==> src/rtl/dq_ta_pkg.sv <==
// ----------------------------------------------------------------------------
// dq_ta_pkg: shared helpers and CAS type for the DQ turnaround tracker.
// Revision: 1.0
// ----------------------------------------------------------------------------
`default_nettype none

package dq_ta_pkg;

    typedef enum logic {
        CAS_RD = 1'b0,
        CAS_WR = 1'b1
    } cas_e;

    function automatic int max2(input int a, input int b);
        return (a > b) ? a : b;
    endfunction

    function automatic int max_timing(input int a, input int b,
                                      input int c, input int d);
        return max2(max2(a, b), max2(c, d));
    endfunction

    // Counter width able to hold values 0..max_t
    function automatic int cnt_width(input int max_t);
        return max2(1, $clog2(max_t + 1));
    endfunction

    function automatic int rank_width(input int num_ranks);
        return max2(1, $clog2(num_ranks));
    endfunction

endpackage

`default_nettype wire

==> src/rtl/ta_window_counter.sv <==
// ----------------------------------------------------------------------------
// ta_window_counter: saturating down counter; a load never shortens the window.
// Revision: 1.0
// ----------------------------------------------------------------------------
`default_nettype none

module ta_window_counter #(
    parameter int W = 4
) (
    input  logic         clk,
    input  logic         rst,
    input  logic         load_i,
    input  logic [W-1:0] loadVal_i,
    output logic [W-1:0] cnt_o,
    output logic         zero_o
);

    logic [W-1:0] cnt_q;
    logic [W-1:0] cnt_d;
    logic [W-1:0] dec;

    always_comb begin
        dec   = (cnt_q == '0) ? '0 : cnt_q - W'(1);
        cnt_d = dec;
        if (load_i && (loadVal_i > dec)) begin
            cnt_d = loadVal_i;
        end
    end

    always_ff @(posedge clk) begin
        if (rst) begin
            cnt_q <= '0;
        end else begin
            cnt_q <= cnt_d;
        end
    end

    assign cnt_o  = cnt_q;
    assign zero_o = (cnt_q == '0);

endmodule

`default_nettype wire

==> src/rtl/dq_turnaround_tracker.sv <==
// ----------------------------------------------------------------------------
// dq_turnaround_tracker: multi-rank DQ bus turnaround tracker producing per-rank
// read grants, a write grant, and a one-cycle violation flag.
// Revision: 1.0
// ----------------------------------------------------------------------------
`default_nettype none

module dq_turnaround_tracker
    import dq_ta_pkg::*;
#(
    parameter int NUM_RANKS = 2,
    parameter int tRTW      = 8,
    parameter int tWTRS     = 3,
    parameter int tWTRL     = 9,
    parameter int tRTRS     = 2,
    localparam int RANK_W   = rank_width(NUM_RANKS),
    localparam int MAX_T    = max_timing(tRTW, tWTRS, tWTRL, tRTRS),
    localparam int CNT_W    = cnt_width(MAX_T)
) (
    input  logic                 clk,
    input  logic                 rst,
    input  logic                 casValid_i,
    input  logic                 casIsWrite_i,
    input  logic [RANK_W-1:0]    casRank_i,
    output logic [NUM_RANKS-1:0] rdGrant_o,
    output logic                 wrGrant_o,
    output logic                 busMode_o,
    output logic [RANK_W-1:0]    lastRank_o,
    output logic                 allFree_o,
    output logic                 violation_o
);

    localparam logic [CNT_W-1:0] LD_RTW  = CNT_W'(tRTW - 1);
    localparam logic [CNT_W-1:0] LD_WTRS = CNT_W'(tWTRS - 1);
    localparam logic [CNT_W-1:0] LD_WTRL = CNT_W'(tWTRL - 1);
    localparam logic [CNT_W-1:0] LD_RTRS = CNT_W'(tRTRS - 1);

    logic                 busMode_q;
    logic [RANK_W-1:0]    lastRank_q;
    logic [RANK_W-1:0]    lastRdRank_q;
    logic                 violation_q;
    logic                 violation_d;

    logic                 rankOk;
    logic                 rdLoad;
    logic                 wrLoad;
    logic                 granted;

    logic [CNT_W-1:0]     wrCnt;
    logic [CNT_W-1:0]     swCnt;
    logic                 wrZero;
    logic                 swZero;
    logic [NUM_RANKS-1:0] rdZero;
    logic [CNT_W-1:0]     rdCnt [NUM_RANKS];
    logic [NUM_RANKS-1:0] rdCntNz;

    assign rankOk = ({{(32 - RANK_W){1'b0}}, casRank_i} < 32'(NUM_RANKS));

    // Out-of-range ranks are flagged but never allowed to open a window
    assign rdLoad = casValid_i && rankOk && (cas_e'(casIsWrite_i) == CAS_RD);
    assign wrLoad = casValid_i && rankOk && (cas_e'(casIsWrite_i) == CAS_WR);

    ta_window_counter #(.W(CNT_W)) u_wr_cnt (
        .clk       (clk),
        .rst       (rst),
        .load_i    (rdLoad),
        .loadVal_i (LD_RTW),
        .cnt_o     (wrCnt),
        .zero_o    (wrZero)
    );

    ta_window_counter #(.W(CNT_W)) u_sw_cnt (
        .clk       (clk),
        .rst       (rst),
        .load_i    (rdLoad),
        .loadVal_i (LD_RTRS),
        .cnt_o     (swCnt),
        .zero_o    (swZero)
    );

    generate
        for (genvar r = 0; r < NUM_RANKS; r++) begin : g_rank
            logic [CNT_W-1:0] ldVal;

            assign ldVal = (casRank_i == RANK_W'(r)) ? LD_WTRS : LD_WTRL;

            ta_window_counter #(.W(CNT_W)) u_rd_cnt (
                .clk       (clk),
                .rst       (rst),
                .load_i    (wrLoad),
                .loadVal_i (ldVal),
                .cnt_o     (rdCnt[r]),
                .zero_o    (rdZero[r])
            );

            assign rdCntNz[r]   = |rdCnt[r];
            assign rdGrant_o[r] = rdZero[r] &&
                                  ((lastRdRank_q == RANK_W'(r)) || swZero);
        end
    endgenerate

    assign wrGrant_o = wrZero;
    assign allFree_o = ~(|wrCnt) && ~(|swCnt) && ~(|rdCntNz);

    always_comb begin
        granted = 1'b0;
        if (rankOk) begin
            granted = casIsWrite_i ? wrGrant_o : rdGrant_o[casRank_i];
        end
        violation_d = casValid_i && !granted;
    end

    always_ff @(posedge clk) begin
        if (rst) begin
            busMode_q    <= 1'b0;
            lastRank_q   <= '0;
            lastRdRank_q <= '0;
            violation_q  <= 1'b0;
        end else begin
            violation_q <= violation_d;
            if (casValid_i) begin
                busMode_q  <= casIsWrite_i;
                lastRank_q <= casRank_i;
            end
            if (rdLoad) begin
                lastRdRank_q <= casRank_i;
            end
        end
    end

    assign busMode_o   = busMode_q;
    assign lastRank_o  = lastRank_q;
    assign violation_o = violation_q;

`ifdef DISPLAY
    always_ff @(posedge clk) begin
        if (!rst && casValid_i && rankOk) begin
            $display("%t dq_ta: %s CAS rank %0d opens window", $time,
                     casIsWrite_i ? "WR" : "RD", casRank_i);
        end
        if (!rst && violation_d) begin
            $display("%t dq_ta: CAS without grant (wr=%0b rank=%0d)", $time,
                     casIsWrite_i, casRank_i);
        end
    end
`endif

endmodule

`default_nettype wire
==> config.mk <==
export PLATFORM = sky130hd
export DESIGN_NAME = dq_turnaround_tracker
export DESIGN_NICKNAME = d
export VERILOG_FILES = /design/src/rtl/dq_ta_pkg.sv /design/src/rtl/ta_window_counter.sv /design/src/rtl/dq_turnaround_tracker.sv
export SDC_FILE = /design/constraint.sdc
export NUM_CORES = 1
export LEC_CHECK = 0
export BUFFER_PORTS_ARGS = -buffer_cell sky130_fd_sc_hd__buf_4
export CAP_MARGIN = 15
export CORE_MARGIN = 8
export CORE_UTILIZATION = 40
export DETAILED_ROUTE_END_ITERATION = 10
export GPL_TIMING_DRIVEN = 0
export PLACE_DENSITY = 0.68
export SKIP_LAST_GASP = 1
export SYNTH_ARGS = -nofsm -noshare
export SYNTH_HDL_FRONTEND = slang
export SYNTH_HIERARCHICAL = 1
export SYNTH_SLANG_ARGS = --single-unit
==> constraint.sdc <==
create_clock -name clk -period 2.24 [get_ports clk]
set_input_delay 0.112 -clock clk [delete_from_list [all_inputs] [get_ports clk]]
set_output_delay 0.112 -clock clk [all_outputs]
set_load 0.01 [all_outputs]
==> key figures <==
Min path
  • Worst hold path type: in -> reg
  • Worst Hold Depth: 3

Power and ir drop
  • Peak supply drop: 0.0003751 V
  • Leak pwr: 0.7813 nW
  • Pwr/cell area: 525.0 nW/um^2

Layout
  • Ratio of cells with drive above 1 in the final layout: 0.2249
  • Seq. cell area: 400.4 sq um
  • Post-route cell area: 1783 sq um
  • Multi-input combinational cell area: 1161 sq um
  • Synth-to-layout area growth: 16.42%
  • Post-layout util: 0.4870
  • FILL cells: 368
  • ANT cells: 0
  • Layout Nets: 232

Logic synthesis
  • Count leader, synth: nor2_1
  • Synth cell count leaders: nor2_1 (26), dfxtp_1 (20), ha_1 (16), nor3_1 (13), mux2_2 (12)
  • EDFF count, synth: 0
  • Register area share after synthesis: 0.2614
  • Largest cells by area after synthesis: dfxtp_1 (26%), ha_1 (13%), mux2_2 (8.8%)
  • Cell taking the most area after synthesis: dfxtp_1
  • Unique cell type count in the Yosys netlist: 28
  • Post-synth top area share: 0.2614
  • Yosys warning count: 6
  • FFs w/ async S/R, synth: 0
  • Post-synthesis register bit count: 20
  • Most frequently used flop master after synthesis: dfxtp_1
  • Syn_area_per_cell: 8.652 sq um
  • Mapped Cells: 177
  • Cell Area, Synth: 1531 sq um

Global routing
  • First-pass GRT wire length: 5223 um
  • GRT overflow: 0
  • Vias in the first global route: 1227
  • Initial antenna violation count: 0
  • Largest net degree at the start of global routing: 38
  • Total Routing Usage GR: 0.1004

Place
  • Gpl congestion: 0.7690
  • Post-DP HPWL: 2284 um
  • Placement-stage cell area: 1742 sq um
  • Port buffer count: 11

Drt
  • Antenna Nets Post-Route: 0
  • Via density: 5.019
  • Via count: 1290
  • Drt pass-1 iters: 4
  • Drt total wl: 2985 um
  • # DRC: 0
  • Initial DRC Count: 42
  • Post-DR wirelength/cell: 11.61 um

STA
  • Unrepaired setup endpoints after global routing: no
  • Final hold vios: 0
  • Final setup viols: 0
  • Final Critical Period: 2.095 ns
  • Top achievable clock speed: 477.3 MHz
  • Worst Skew: 0.002268 ns
  • Setup tns final: 0 ns
  • Final-report max-slew violation count: 0
  • Final period utilization: 0.9353

CTS
  • Clock Path Buffers: 2
  • Register clock-pin slew on the reported worst setup and hold paths: 0.07 ns
  • CTS HTree Levels: 1
  • Clock root cell: clkbuf_8
  • Total CTS buffers: 3
  • Hold-fix buffers at CTS: 0
  • Clock sinks: 20
  • Post-CTS resize count: 0
  • Post-CTS Setup Repair Bufs: 0
  • TritonCTS clock tree: yes
  • Worst skew pair latency: 0.25 ns

Die
  • Effective utilization at floorplan: 0.4183
  • Ports: 12
  • Die H: 77.88 um
  • Core Area: 3661 sq um
  • Die Footprint: 6065 sq um
  • Row cnt: 22
  • Die W: 77.88 um

Worst setup path
  • WP data required: 2.38 ns
  • Worst r2r path cells: 8
  • Setup Crit Path Kind: reg -> reg
  • Arrival time worst endpoint: 2.24 ns
  • Setup crit start kind: register
  • Reg-to-reg slack, setup: 0.14 ns
  • Worst Path Max Fanout: 6
  • Crit path capture type: register

Outcome
  • Status: completed

Flow run
  • Max-Cap Viols: 0
==> cell usage in the layout (no fill, tap or decap), types with 2 or more instances in the layout <==
master,netlist,routed
nor3_1,13,13
o211ai_2,4,4
inv_1,10,10
nor2b_1,8,8
nor4_1,4,4
nand4_1,4,4
mux2_2,12,12
conb_1,2,20
ha_1,16,16
and2b_1,5,5
a2111o_1,4,4
nor2_1,26,26
buf_4,0,11
a21oi_1,9,9
mux2i_1,2,2
nor4b_1,4,4
nand2b_1,2,2
a21oi_2,8,8
dfxtp_1,20,20
o21ai_2,4,4
o31ai_1,4,4
or2_4,4,4
clkbuf_8,0,3
nand2_1,6,6
==> state kept, by name, indices dropped and copies added (netlist names) <==
register / flops
lastRdRank_q: 1
u_wr_cnt/cnt_o: 4
violation_o: 1
lastRank_o: 1
g_rank.u_rd_cnt/cnt_o: 8
busMode_o: 1
u_sw_cnt/cnt_o: 4
==> worst max-delay path, stage by stage (launching register included) <==
cell and delay [ns]:
dfxtp_1 0.36, or2_4 0.27, nor2_1 0.10, a21oi_1 0.06
ha_1 0.30, nor2b_1 0.16, o211ai_2 0.11, a21oi_2 0.26
mux2_2 0.37
==> final cells by class <==
type                       count  share of cell area
multi-input combinational    165              0.6512
sequential                    20              0.2246
timing repair buffer          11             0.04632
tap                           48             0.03368
clock buffer                   3             0.02316
inverter                      10             0.02105
==> final timing paths <==
| kind | start | end |
|---|---|---|
| min reg2reg | busMode_o$_SDFFE_PP0P_ | busMode_o$_SDFFE_PP0P_ |
| min | casValid_i | lastRank_o$_SDFFE_PP0P_ |
| max | g_rank[1].u_rd_cnt/cnt_o[0]$_SDFF_PP0_ | g_rank[1].u_rd_cnt/cnt_o[3]$_SDFF_PP0_ |
| max reg2reg | g_rank[1].u_rd_cnt/cnt_o[0]$_SDFF_PP0_ | g_rank[1].u_rd_cnt/cnt_o[3]$_SDFF_PP0_ |
==> cells by family after synthesis <==
kind of cell    share of synthesized area
compound gates                     0.1904
fa+ha+maj                          0.1307
buf+inv                           0.02451
flops                              0.2614
mux                                0.1013
other cells                      0.004904
simple gates                       0.2868
==> layer usage <==
metal / GRT usage / up-vias / wire length [um]
met2: 0.1646 / 16 / 1288
met5: 0 / - / 0
met4: 0.01698 / 0 / 5
met1: 0.1274 / 578 / 1568
met3: 0.02995 / 2 / 123
li1: - / 694 / -
==> through the flow <==
| step | setup WS [ns] | hold slack, ns | std cells | total power, mW |
|---|---|---|---|---|
| 2_1_floorplan | 0.3296 | 0.1811 | 195 | 0.6241 |
| 3_3_place_gp | 0.1655 | 0.3877 | 254 | 0.7152 |
| 3_5_place_dp | 0.1523 | 0.3957 | 254 | 0.7179 |
| 4_1_cts | 0.1329 | 0.1314 | 257 | 0.9514 |
| 5_1_grt | 0.01104 | 0.1704 | 257 | 1.005 |
| 6_report | 0.1448 | 0.1362 | 257 | 0.9361 |
==> report_power, final <==
group | switching (mW) | total, mW | internal, mW
Sequential | 0.0297 | 0.408 | 0.378
Combinational | 0.158 | 0.302 | 0.144
Clock | 0.107 | 0.226 | 0.119
(Power assumes the default switching activity.)
